[config.mk]
export PLATFORM = sky130hd
export DESIGN_NAME = dmem_responder
export DESIGN_NICKNAME = d
export VERILOG_FILES = /design/src/rtl/dmem_pkg.sv /design/src/rtl/dmem_array.sv /design/src/rtl/dmem_responder.sv
export SDC_FILE = /design/constraint.sdc
export NUM_CORES = 1
export LEC_CHECK = 0
export CAP_MARGIN = 0
export CORE_MARGIN = 5
export CORE_UTILIZATION = 30
export DETAILED_ROUTE_END_ITERATION = 6
export DONT_BUFFER_PORTS = 1
export GPL_ROUTABILITY_DRIVEN = 1
export PLACE_DENSITY = 0.45
export SETUP_SLACK_MARGIN = 0.15
export SLEW_MARGIN = 25
export SYNTH_ARGS = -nofsm -noshare
export SYNTH_HDL_FRONTEND = slang
export SYNTH_SLANG_ARGS = --single-unit
export TNS_END_PERCENT = 1
[constraint.sdc]
create_clock -name clk_i -period 5.8 [get_ports clk_i]
set_input_delay 1.74 -clock clk_i [delete_from_list [all_inputs] [get_ports clk_i]]
set_output_delay 1.74 -clock clk_i [all_outputs]
set_load 0.005 [all_outputs]
[src/rtl/dmem_pkg.sv]
// dmem_pkg: shared state encoding, word width and width helpers for dmem_responder
package dmem_pkg;
  typedef enum logic [1:0] {IDLE, WAIT, RESP} dmem_state_t;
  localparam int DMEM_WORD_W = 32;
  function automatic int idx_w(input int depth);
    return depth > 1 ? $clog2(depth) : 1;
  endfunction
  function automatic int cnt_w(input int latency);
    return latency > 1 ? $clog2(latency) : 1;
  endfunction
endpackage

[src/rtl/dmem_array.sv]
// dmem_array: DEPTHx32 storage, one sync write port, one registered read port (only the read register resets)
module dmem_array
  import dmem_pkg::*;
#(
  parameter int DEPTH = 32
) (
  input  logic                     clk_i,
  input  logic                     rst_i,
  input  logic                     we,
  input  logic                     re,
  input  logic                     clr,
  input  logic [idx_w(DEPTH)-1:0]  idx,
  input  logic [DMEM_WORD_W-1:0]   wdata,
  output logic [DMEM_WORD_W-1:0]   rdata
);
  logic [DMEM_WORD_W-1:0] mem [DEPTH];
  always_ff @(posedge clk_i) if (we) mem[idx] <= wdata;
  always_ff @(posedge clk_i) rdata <= (rst_i || clr) ? '0 : re ? mem[idx] : rdata;
endmodule

[src/rtl/dmem_responder.sv]
// dmem_responder: fixed-latency data-memory target with stall/ack; DMEM_ERR_CHECK_EN enables misalign/range errors
module dmem_responder
  import dmem_pkg::*;
#(
  parameter int DEPTH   = 32,
  parameter int LATENCY = 4
) (
  input  logic        clk_i,
  input  logic        rst_i,
  input  logic        req_i,
  input  logic        we_i,
  input  logic [31:0] addr_i,
  input  logic [31:0] wdata_i,
  output logic        ack_o,
  output logic [31:0] rdata_o,
  output logic        stall_o,
  output logic        err_o
);
  localparam int IW = idx_w(DEPTH);
  localparam int CW = cnt_w(LATENCY);
  dmem_state_t state, state_n;
  logic [CW-1:0] cnt, cnt_n;
  logic we_q, bad, fire, err_q;
  logic [31:0] addr_q, wdata_q;
  assign fire = state == WAIT && cnt == '0 && !rst_i;
`ifdef DMEM_ERR_CHECK_EN
  assign bad = addr_q[1:0] != 2'b00 || addr_q[31:2] >= 30'(DEPTH);
`else
  assign bad = 1'b0 & ^{addr_q[1:0], addr_q[31:IW+2]};
`endif
  always_comb begin
    state_n = state == IDLE ? (req_i ? WAIT : IDLE) : state == WAIT ? (cnt == '0 ? RESP : WAIT) : IDLE;
    cnt_n = (state == IDLE && req_i) ? CW'(LATENCY - 1) : (state == WAIT && cnt != '0) ? cnt - 1'b1 : cnt;
  end
  always_ff @(posedge clk_i) begin
    if (rst_i) begin
      state <= IDLE;
      cnt   <= '0;
      err_q <= 1'b0;
    end else begin
      state <= state_n;
      cnt   <= cnt_n;
      err_q <= fire & bad;
    end
  end
  always_ff @(posedge clk_i) begin
    if (state == IDLE && req_i) begin
      we_q    <= we_i;
      addr_q  <= addr_i;
      wdata_q <= wdata_i;
    end
  end
  assign ack_o   = state == RESP;
  assign stall_o = req_i & ~ack_o;
  assign err_o   = err_q;
  dmem_array #(.DEPTH(DEPTH)) u_array (
    .clk_i (clk_i),
    .rst_i (rst_i),
    .we    (fire & we_q & ~bad),
    .re    (fire & ~we_q & ~bad),
    .clr   (fire & ~we_q & bad),
    .idx   (addr_q[2 +: IW]),
    .wdata (wdata_q),
    .rdata (rdata_o)
  );
endmodule

# After elaboration in Yosys (flattened, before gate mapping)
# Memories as Yosys holds them, arrays and structs flattened. A register that Yosys moved wholly into a read port is not among the register bits.
# Cells that the tools add are included.
[word_totals] n_memories=1 ram_bits=1024 inputBits=68 output_inout_bits=35 reg_bits=44
[classes] n_eq_ne=2 n_mux=8 n_reduce_logical=9 bitwise=5 n_addsub=1
[mem_list] memory="u_array.mem" depth=32 width=32 read_ports=1 rd_clocked_by_memory_dff=1 write_ports=1 line_no="dmem_array.sv:16" text="logic [DMEM_WORD_W-1:0] mem [DEPTH];"
[op_table] operator="2-to-1 mux 2 bit" count=5
[op_table] operator="logical AND 1 bit" count=4
[op_table] operator="logical NOT 2 bit" count=2
[op_table] operator="nonzero test 2 bit" count=2
[op_table] operator="AND 1 bit" count=3
[op_table] operator="2-to-1 mux 1 bit" count=3
[op_table] operator="== test 2 x 1 -> 1 bit, second input constant" count=1
[op_table] operator="== test 2 bit, second input constant" count=1
[op_table] operator="inverter 1 bit" count=2
[op_table] operator="subtractor 2 x 1 -> 2 bit, second input constant" count=1
[op_table] operator="logical NOT 1 bit" count=1

# Logic depth before layout (Yosys ltp)
# Gate-level depths: netlist (run 1).
[logic_depth] depth_word=6 depth_mapped=9

# Hierarchy
# Synthesis (run 1) repeated with hierarchy kept, for this count alone.
[hier_totals] hier_cells=1886 area_unflattened_um2=41282.1
[by_module_without_submodules] module="dmem_array" area_each_um2=39904.5 cells_per_inst=1822 instances=1
[by_module_without_submodules] module="dmem_responder" area_each_um2=1377.6 cells_per_inst=64 instances=1

# Worst setup path after synthesis (run 1)
# No wires, ideal clock.
[synth_timing] path_kind="input to register" start="in rst_i" end="mem u_array.mem[12][0] (enable)" t_arrival_ns=4.956 setup_slack_ns=0.383 path_stages=6 n_path_buf=2 required_ns=5.339 cell_sequence="nor4bb_1 > buf_4 > nand2_1 > or3_1 > clkbuf_1 > nor3_1"
[synth_via] elab_chain_len=5
[synth_rtl] element="start, declared" line_no="dmem_responder.sv:9" text="input logic rst_i,"
[synth_rtl] element="logical NOT 1 bit" line_no="dmem_responder.sv:25" text="assign fire = state == WAIT && cnt == '0 && !rst_i;"
[synth_rtl] element="logical AND 1 bit" line_no="dmem_responder.sv:25"
[synth_rtl] element="AND 1 bit" line_no="dmem_responder.sv:59" text=".we (fire & we_q & ~bad),"
[synth_rtl] element="2-to-1 mux 1 bit" line_no="dmem_array.sv:17" text="always_ff @(posedge clk_i) if (we) mem[idx] <= wdata;"
[synth_rtl] element="2-to-1 mux 1 bit (not written as such)" line_no="dmem_array.sv:17"
[synth_rtl] element="end, declared" line_no="dmem_array.sv:16"
# Every way passes these cells.

# Worst setup path in the final report (run 1)
[layout_timing] start="in rst_i" end="mem u_array.mem[30][7] (enable)"
# Same word-level chain as after synthesis.

==> metrics, run 1 <==
PostCTS Resize Cnt=0; CTS tree=done; initial antenna violation count=2; Detailed Route Iter0 Violations=1488; Post-synth EDFFs=1062; register area=32600 µm²; Syn Nets=2161; vias per inst=5.01; CP peak stage delay=0.58 ns; vias in the first global route=21665; TritonCTS Buffers=119; GRT Util Overall=15.1%; Initial Utilization=30.2%; row count=136; Port Buf Inserts=0; CP required=6.15 ns; Overall Power=0.0173 W; Startpoint Class=primary input; Syn Area/Cell=19.9 µm²; Final nets=2274; die area=146000 µm²; Antenna Cells=0; final setup violation count=0; Post-Layout Cell Count=4104; Clock transition at path regs=0.06 ns; Hold Vio Cnt, Final=0; Synthesis Warnings=0; Worst Setup End Kind=flop; fmax=265 MHz; Synth Register Bits=1098; Setup CP Type=in -> reg; Post-Syn Instances=2092; Placed Cells incl. Taps=3860; routability cong.=0.750; Crit-path slowest cell=nor2_4; area taken by multi-input logic gates=8550 µm²; Max clock buf depth=3; Detailed Routing Iterations Pass 1=5; unrepaired setup endpoints after global routing=no; RR Startpoint=addr_q[6]$_DFFE_PP_; Synth Flop Type=edfxtp_1; worst-path fanout max=22; Tmin final=3.78 ns; Reg2Reg Depth=8; worst-case vdd ir drop=0.265 mV; share of cells above drive strength 1=20.1%; status=finished, final reports clean; Rel. slew slack=27.8%; fillers=12827; clk_lat worst skew=0.72 ns; PwrDens=356 nW/µm²; post-DP HPWL=65700 µm; r2r endpoint=u_array.rdata[22]$_SDFFE_PP0P_; CTS sink cnt=1098; worst setup path startpoint=rst_i; IO Pins=103; Cell Area, Synth=41700 µm²; DR WL/cell=27.4 µm; Hold Crit Depth=2; number of remaining DRC errors=0; worst hold path type=reg -> reg; Async SR Flop Fraction=0%; Post-CTS Setup Bufs=0; Root Buffer=clkbuf_16; fin. max-slew vios=0; CTS HTree Levels=3; most common cell after layout, fill and taps aside=edfxtp_1; Hold Buf Count CTS=0; Die Y=383 µm; routed vias=20567; clk_skew=0.0250 ns; fin crit share=65.1%; Critical Path End=u_array.mem[30][7]$_DFFE_PP_; R2R Setup Slk=2.27 ns; crit path DAT=4.13 ns; Synth cell types=53; CP Cell Sequence=nor4bb_1 > buf_4 > nand2_1 > nor2_1 > nand2_1 > nor2_4 > buf_4; P&R area growth vs syn=16.3%; Die Wd=383 µm; first-pass GRT wire length=160000 µm; WL final=112000 µm; worst-margin pin slew=1.08 ns; grt ovf=0; ANT nets after route=0; Leak=15.4 nW; setup TNS=0 ns; largest net degree at the start of global routing=99; number of max-cap violations=0; Placeable Area=138000 µm²; register area share after synthesis=78.2%; most frequent cells in the layout=edfxtp_1, mux2i_1, clkbuf_16
==> routing by layer <==
metal  up-vias  track usage, %  share of wire [%]
met4         0            4.00                2.4
met3       165            2.87                4.6
met5         -               0                  0
met2       496            25.1                 48
met1     11022            20.5                 45
li1       8884               -                  -
==> flip-flops by register name, indices dropped and copies added, names as in the netlist <==
| register | cells |
|---|---|
| wdata_q | 32 |
| cnt | 2 |
| u_array.rdata | 32 |
| we_q | 1 |
| addr_q | 5 |
| state | 2 |
| u_array.mem | 1024 |
==> logic make-up after synthesis <==
kind of cell,Yosys count,synth area share (%)
flops,1098,78.2
fa+ha+maj,1,0.0300
buf+inv,123,1.92
compound gates,291,4.45
other cells,1,0.00900
simple gates,194,2.56
mux,384,12.8
==> worst max-delay path, delay by kind of cell <==
family / cells / cell delay (ns)
buffers and inverters: 2 / 0.77
and+or+nand+nor: 5 / 1.55
==> worst min path at each step <==
stage / from / endpoint / slack (ns)
2_1_floorplan: cnt[1]$_SDFFE_PP0P_ / cnt[1]$_SDFFE_PP0P_ / 0.47
3_3_place_gp: state[1]$_SDFF_PP0_ / state[0]$_SDFF_PP0_ / 0.51
3_5_place_dp: cnt[1]$_SDFFE_PP0P_ / cnt[1]$_SDFFE_PP0P_ / 0.51
4_1_cts: cnt[1]$_SDFFE_PP0P_ / cnt[1]$_SDFFE_PP0P_ / 0.52
5_1_grt: cnt[1]$_SDFFE_PP0P_ / cnt[1]$_SDFFE_PP0P_ / 0.53
6_report: cnt[1]$_SDFFE_PP0P_ / cnt[1]$_SDFFE_PP0P_ / 0.51
==> synthesized netlist by cell type (3+ instances only) <==
master     count  share of area [%]
a2111oi_0     13               0.27
a211oi_1      12               0.22
a21oi_1       58               0.70
a221oi_1      13               0.27
a22oi_1       25               0.45
a31oi_1       30               0.45
a32oi_1       14               0.29
and3_1         4              0.060
buf_1          3              0.027
buf_12         3               0.14
buf_2         27               0.32
buf_4         28               0.50
buf_6         17               0.46
clkbuf_1      37               0.33
dfxtp_1       36                1.7
edfxtp_1    1062                 77
inv_1          6              0.054
mux2_2        12               0.32
mux2i_1      255                6.1
mux4_1         3               0.19
mux4_2       114                6.2
nand2_1       17               0.15
nand2b_1      10               0.15
nand3_1        5              0.060
nand3b_1       3              0.054
nand4_1        4              0.060
nand4b_1       3              0.063
nor2_1        73               0.66
nor2b_1       18               0.27
nor3_1         6              0.072
nor4_1        24               0.36
nor4b_2        5               0.18
o21ai_0       43               0.52
o21ai_1        5              0.060
o22ai_1       71                1.1
or2b_1         5              0.090
or3_1          6              0.090
==> stage by stage <==
step	util [%]	worst slack (ns)	hold slack [ns]	instance area [µm²]
2_1_floorplan	-	0.383	0.473	41700
3_3_place_gp	32.1	1.24	0.513	44200
3_5_place_dp	32.1	1.22	0.509	44200
4_1_cts	34.9	2.01	0.518	48200
5_1_grt	35.2	1.90	0.532	48500
6_report	35.2	2.02	0.510	48500
==> power by group <==
part | switching, W | leakage [nW] | internal, W | total, W
registers | 0.000126 | 9.86 | 0.00880 | 0.00892
clock network | 0.00309 | 1.91 | 0.00443 | 0.00752
logic | 0.000508 | 3.68 | 0.000298 | 0.000806
total | 0.00373 | 15.4 | 0.0135 | 0.0173
==> area by class of cell <==
type,instances,area share (%)
clock buffer,168,7.03
tap,1794,4.63
multi-input combinational,871,17.6
timing repair buffer,109,2.30
sequential,1098,67.3
clock inverter,58,1.07
inverter,6,0.0465
Power figures use the tool's default switching activity.
==> run 2, diff against run 1 <==
Clock period 5.8 ns to 3.71 ns, I/O delays scaled along.
==> run 2 against run 1 <==
  * Clock skew is 0.011 ns higher
  * Routed wire length grew 5.4%
  * Die area did not move
  * Highest routed layer is now met5
  * Critical path type is now reg -> reg
  * Largest cell class unchanged
  * Largest power group unchanged
  * Clock power is 56% higher
  * Core utilization grew 0.62 points
  * Critical path depth is 2 higher
  * First-iteration DRC count up 13%
  * Final area is 1.8% higher
  * Sequential power grew 56%
  * Via count rose by 2.5%
  * Global-route usage up 0.87 points
==> metrics, run 2 (synthesis gave the netlist of run 1 again) <==
Hold Vio Cnt, Final=0 (unchanged); Final nets=2332 (was 2274); Die Y=383 µm (unchanged); most used cell, CP=buf_4; grt ovf=0 (unchanged); die area=146000 µm² (unchanged); register area=32600 µm² (unchanged); met2 routed WL=54900 µm (was 54300 µm); P&R area growth vs syn=18.3% (was 16.3%); IO Pins=103 (unchanged); Max clock buf depth=3 (unchanged); fin crit share=80.3%; Core Util, Final=35.8% (was 35.2%); Startpoint Class=flop (was primary input); routability cong.=0.759 (was 0.750); met3 wire length=7490 µm (was 5120 µm); CTS sink cnt=1098 (unchanged); Post-Layout Cell Count=4162 (was 4104); Worst Setup End Kind=flop (unchanged); fillers=12844 (was 12827); Port Buf Inserts=0 (unchanged); most common cell after layout, fill and taps aside=edfxtp_1 (unchanged); final hold slack=0.454 ns (was 0.510 ns); top flop regs=u_array.mem (1024), u_array.rdata (32), wdata_q (32) (unchanged); area taken by multi-input logic gates=8570 µm² (was 8550 µm²); unrepaired setup endpoints after global routing=no (unchanged); clk_lat worst skew=0.75 ns (was 0.72 ns); CP Cell Sequence=inv_1 > ha_1 > nor4bb_1 > buf_4 > nand2_1 > or3_1 > buf_4 > nor2_4 > buf_4 (was nor4bb_1 > buf_4 > nand2_1 > nor2_1 > nand2_1 > nor2_4 > buf_4); fin. max-slew vios=0 (unchanged); Placed Cells incl. Taps=3921 (was 3860); TritonCTS Buffers=116 (was 119); worst-margin pin slew=1.06 ns (was 1.08 ns); worst hold path type=in -> reg (was reg -> reg); Root Buffer=clkbuf_16 (unchanged); Detailed Routing Iterations Pass 1=7 (was 5); crit path DAT=3.36 ns (was 4.13 ns); status=finished, final reports clean (unchanged); Hold Buf Count CTS=0 (unchanged); worst-path fanout max=18 (was 22); CP peak stage delay=0.61 ns (was 0.58 ns); Crit-path slowest cell=or3_1 (was nor2_4); WL final=118000 µm (was 112000 µm); most frequent cells in the layout=edfxtp_1, mux2i_1, clkbuf_16 (unchanged); Post-CTS Setup Bufs=0 (unchanged); Leak=15.9 nW (was 15.4 nW); max FFs per register=1024 (unchanged); final setup violation count=0 (unchanged); GRT Util Overall=16.0% (was 15.1%); Clock transition at path regs=0.06 ns (about the same); row count=136 (unchanged); Detailed Route Iter0 Violations=1674 (was 1488); Placeable Area=138000 µm² (unchanged); Die Wd=383 µm (unchanged); Reg with most FFs=u_array.mem (unchanged); worst-case vdd ir drop=0.454 mV (was 0.265 mV); largest net degree at the start of global routing=59 (was 99); CTS tree=done (unchanged); vias in the first global route=22000 (was 21665); ANT nets after route=0 (unchanged); post-DP HPWL=70700 µm (was 65700 µm); Tmin final=2.98 ns; PwrDens=548 nW/µm² (was 356 nW/µm²); first-pass GRT wire length=166000 µm (was 160000 µm); met1 wire length=52500 µm (was 50100 µm); Initial Utilization=30.2% (unchanged); routed vias=21083 (was 20567); DR WL/cell=28.4 µm (was 27.4 µm); initial antenna violation count=8 (was 2); Rel. slew slack=29.1% (was 27.8%); CTS HTree Levels=3 (unchanged); clk_skew=0.0360 ns (was 0.0250 ns); Setup CP Type=reg -> reg (was in -> reg); fmax=336 MHz; number of remaining DRC errors=0 (unchanged); CP required=4.09 ns (was 6.15 ns); PostCTS Resize Cnt=0 (unchanged); number of max-cap violations=0 (unchanged); Top Metal Used=met5 (was met4); vias per inst=5.07 (was 5.01); share of cells above drive strength 1=22.3% (was 20.1%)
==> run 2: per-stage QoR <==
stage / setup TNS [ns] / power [W] / worst slack [ns] / area, µm²
global route: 0 / 0.0280 / 0.518 / 49300
CTS: 0 / 0.0273 / 0.658 / 49000
finish: 0 / 0.0270 / 0.730 / 49300
global placement: 0 / 0.0155 / 0.185 / 44900
floorplan: -39.78 / 0.0149 / -0.169 / 41700
detailed placement: 0 / 0.0156 / 0.258 / 45100
==> run 2: path summary, 6_finish.rpt <==
kind              slack (ns)  cells after the start                             to                start
hold reg to reg         0.51                      2            cnt[1]$_SDFFE_PP0P_  cnt[1]$_SDFFE_PP0P_
setup / recovery        0.73                      9  u_array.mem[24][13]$_DFFE_PP_  cnt[0]$_SDFFE_PP0P_
hold / removal          0.45                      0           wdata_q[0]$_DFFE_PP_           wdata_i[0]
setup reg to reg        0.73                      9  u_array.mem[24][13]$_DFFE_PP_  cnt[0]$_SDFFE_PP0P_
==> run 2: critical path: cells and delay by family, from the launching register on <==
kind	cells	cell delay [ns]
buffers and inverters	4	0.94
DFF	1	0.33
adders and majority gates	1	0.23
and+or+nand+nor	4	1.10
==> run 2: power by group <==
| part | switching, W | leakage, nW | internal [W] |
|---|---|---|---|
| sequential | 0.000187 | 9.86 | 0.0137 |
| combinational | 0.000829 | 4.14 | 0.000533 |
| clock | 0.00494 | 1.91 | 0.00677 |
==> run 2: cell type report <==
cell class / count / share of cell area, %
Antenna cell: 2 / 0.0101
Clock buffer: 153 / 6.45
Clock inverter: 68 / 1.46
Inverter: 6 / 0.0457
Multi-Input combinational cell: 871 / 17.4
Sequential cell: 1098 / 66.1
Tap cell: 1794 / 4.55
Timing Repair Buffer: 170 / 3.96
==> run 2: routing by layer <==
layer | up-vias | GRT usage, %
li1 | 9014 | -
met1 | 11259 | 21.9
met2 | 624 | 25.4
met3 | 184 | 3.79
met4 | 2 | 4.62
met5 | - | 0
==> run 3, diff against run 2 <==
Clock period 3.71 ns to 3 ns, I/O delays scaled along.
==> run 3 against run 2 <==
  * Via count shrank 1.2%
  * Flip-flop and latch count is the same
  * First-iteration DRC count shrank 5.4%
  * Global-route usage shrank 0.49 points
  * Largest cell class unchanged
==> metrics, run 3 (synthesis gave the netlist of run 1 again) <==
R2R Setup Slk=0.30 ns (was 0.73 ns); GRT Util Overall=15.5% (was 16.0%); RR Startpoint=cnt[1]$_SDFFE_PP0P_ (was cnt[0]$_SDFFE_PP0P_); worst setup path startpoint=cnt[1]$_SDFFE_PP0P_ (was cnt[0]$_SDFFE_PP0P_); Startpoint Class=flop (unchanged); fillers=12748 (was 12844); Post-Layout Cell Count=4166 (was 4162); Detailed Routing Iterations Pass 1=5 (was 7); grt ovf=0 (unchanged); combinational group share of total power=5.0% (about the same); Placed Cells incl. Taps=3920 (was 3921); vias in the first global route=21438 (was 22000); row count=136 (unchanged); post-DP HPWL=67800 µm (was 70700 µm); Flop pwr share=51.7% (was 51.6%); most common cell after layout, fill and taps aside=edfxtp_1 (unchanged); CP required=3.61 ns (was 4.09 ns); Port Buf Inserts=0 (unchanged); fmax=370 MHz (was 336 MHz); clk_lat worst skew=0.74 ns (was 0.75 ns); share of cells above drive strength 1=21.9% (was 22.3%); CTS HTree Levels=3 (unchanged); Net Sw Power=0.00727 W (was 0.00595 W); Hold Vio Cnt, Final=0 (unchanged); ANT nets after route=0 (unchanged); fin. max-slew vios=0 (unchanged); status=finished, final reports clean (unchanged); Overall Power=0.0333 W (was 0.0270 W); vias per inst=5.00 (was 5.07); crit-path leading delay family=simple AND/OR/NAND/NOR gates (unchanged); Reg with most FFs=u_array.mem (unchanged); Initial Utilization=30.2% (unchanged); Leak=15.9 nW (about the same); P&R area growth vs syn=18.8% (was 18.3%); PwrDens=673 nW/µm² (was 548 nW/µm²); Crit. path cell count=10 (was 9); Reg2Reg Depth=10 (was 9); Rel. slew slack=33.0% (was 29.1%); setup TNS=0 ns (unchanged); WP buf/inv=4 (unchanged); WL final=115000 µm (was 118000 µm); top flop regs=u_array.mem (1024), u_array.rdata (32), wdata_q (32) (unchanged); CP Cell Sequence=inv_1 > ha_1 > nor4bb_1 > buf_4 > nor2b_4 > buf_12 > o21ai_0 > nor4_2 > buf_4 > a31oi_1 (was inv_1 > ha_1 > nor4bb_1 > buf_4 > nand2_1 > or3_1 > buf_4 > nor2_4 > buf_4); max FFs per register=1024 (unchanged); Switching Fraction=21.8% (was 22.0%); Clock transition at path regs=0.06 ns (about the same); most frequent cells in the layout=edfxtp_1, mux2i_1, clkbuf_16 (unchanged); Worst Setup End Kind=flop (unchanged); number of max-cap violations=0 (unchanged); Critical Path End=u_array.rdata[19]$_SDFFE_PP0P_ (was u_array.mem[24][13]$_DFFE_PP_); IO Pins=103 (unchanged); unrepaired setup endpoints after global routing=no (unchanged); Die Y=383 µm (unchanged); Crit-path slowest cell=nor4_2 (was or3_1); die area=146000 µm² (unchanged); number of remaining DRC errors=0 (unchanged); worst-path fanout max=30 (was 18); Max clock buf depth=3 (unchanged); DR WL/cell=27.7 µm (was 28.4 µm); Detailed Route Iter0 Violations=1583 (was 1674); largest net degree at the start of global routing=67 (was 59); most used cell, CP=buf_4 (unchanged); Root Buffer=clkbuf_16 (unchanged); Final WS setup=0.295 ns (was 0.730 ns); Int Pwr=0.0261 W (was 0.0211 W); CP peak stage delay=0.48 ns (was 0.61 ns); TritonCTS Buffers=118 (was 116); Tmin final=2.70 ns (was 2.98 ns); worst-margin pin slew=1.01 ns (was 1.06 ns); Die Wd=383 µm (unchanged); Final nets=2336 (was 2332); routability cong.=0.764 (was 0.759); Placeable Area=138000 µm² (unchanged); routed vias=20824 (was 21083); fin crit share=90.2% (was 80.3%); worst-case vdd ir drop=0.524 mV (was 0.454 mV); r2r endpoint=u_array.rdata[19]$_SDFFE_PP0P_ (was u_array.mem[24][13]$_DFFE_PP_); first-pass GRT wire length=162000 µm (was 166000 µm); clk_skew=0.0291 ns (was 0.0360 ns); pre-CTS setup slack=0.00273 ns (was 0.258 ns); final setup violation count=0 (unchanged); CTS tree=done (unchanged); clock network power share=43.3% (was 43.4%); crit path DAT=3.32 ns (was 3.36 ns); Setup CP Type=reg -> reg (unchanged); CTS sink cnt=1098 (unchanged); initial antenna violation count=5 (was 8); worst hold path type=in -> reg (unchanged)
==> run 3: changes by cell type in the layout (fill, tap and decap cells not counted), moves of 2 or more <==
cell,previous run,this run
buf_12,35,54
buf_4,106,93
buf_8,26,24
clkbuf_1,24,36
clkinv_1,15,19
clkinv_2,27,18
clkinv_4,3,1
clkinvlp_4,5,3
==> run 3: per-stage QoR <==
step                      hold WS, ns  utilization (%)  area, µm²
final                           0.233             35.9      49500
after global routing            0.187             35.9      49500
after CTS                       0.169             35.7      49200
after detailed placement        0.533             32.9      45300
after global placement          0.493             32.8      45200
after floorplan                 0.473                -      41700
==> run 3: how the worst min path moves through the flow <==
stage	from	endpoint	slack (ns)	cells past startpoint
2_1_floorplan	cnt[1]$_SDFFE_PP0P_	cnt[1]$_SDFFE_PP0P_	0.47	2
3_3_place_gp	cnt[1]$_SDFFE_PP0P_	cnt[1]$_SDFFE_PP0P_	0.49	2
3_5_place_dp	cnt[1]$_SDFFE_PP0P_	cnt[1]$_SDFFE_PP0P_	0.53	2
4_1_cts	rst_i	cnt[1]$_SDFFE_PP0P_	0.17	1
5_1_grt	rst_i	cnt[1]$_SDFFE_PP0P_	0.19	1
6_report	rst_i	cnt[1]$_SDFFE_PP0P_	0.23	1
==> run 3: timing repair <==
item	4_1_cts	5_1_grt
setup endpoints to repair	0	1
gates resized for setup	0	1
hold buffers	0	0
setup buffers	0	0
==> run 3: final cells by class <==
| type | count | area [µm²] | share of cell area (%) |
|---|---|---|---|
| Clock buffer | 165 | 3240 | 6.54 |
| Tap cell | 1794 | 2240 | 4.53 |
| Multi-Input combinational cell | 871 | 8590 | 17.3 |
| Timing Repair Buffer | 172 | 2170 | 4.38 |
| Sequential cell | 1098 | 32600 | 65.9 |
| Antenna cell | 2 | 5.00 | 0.0101 |
| Clock inverter | 58 | 634 | 1.28 |
| Inverter | 6 | 22.5 | 0.0455 |
==> run 3: per-layer routing <==
layer  part of all wire (%)  track usage (%)
met1                     45             21.3
met2                     48             25.5
met3                    4.4             2.80
met4                    2.4             4.05
met5                 0.0061                0
==> run 3: power groups by stage <==
stage | Clock (W) | Combinational, W | Sequential [W]
finish | 0.0144 | 0.00167 | 0.0172
global route | 0.0155 | 0.00180 | 0.0172
CTS | 0.0148 | 0.00152 | 0.0174
detailed placement | 0 | 0.00152 | 0.0177
global placement | 0 | 0.00147 | 0.0177
floorplan | 0 | 0.000983 | 0.0175
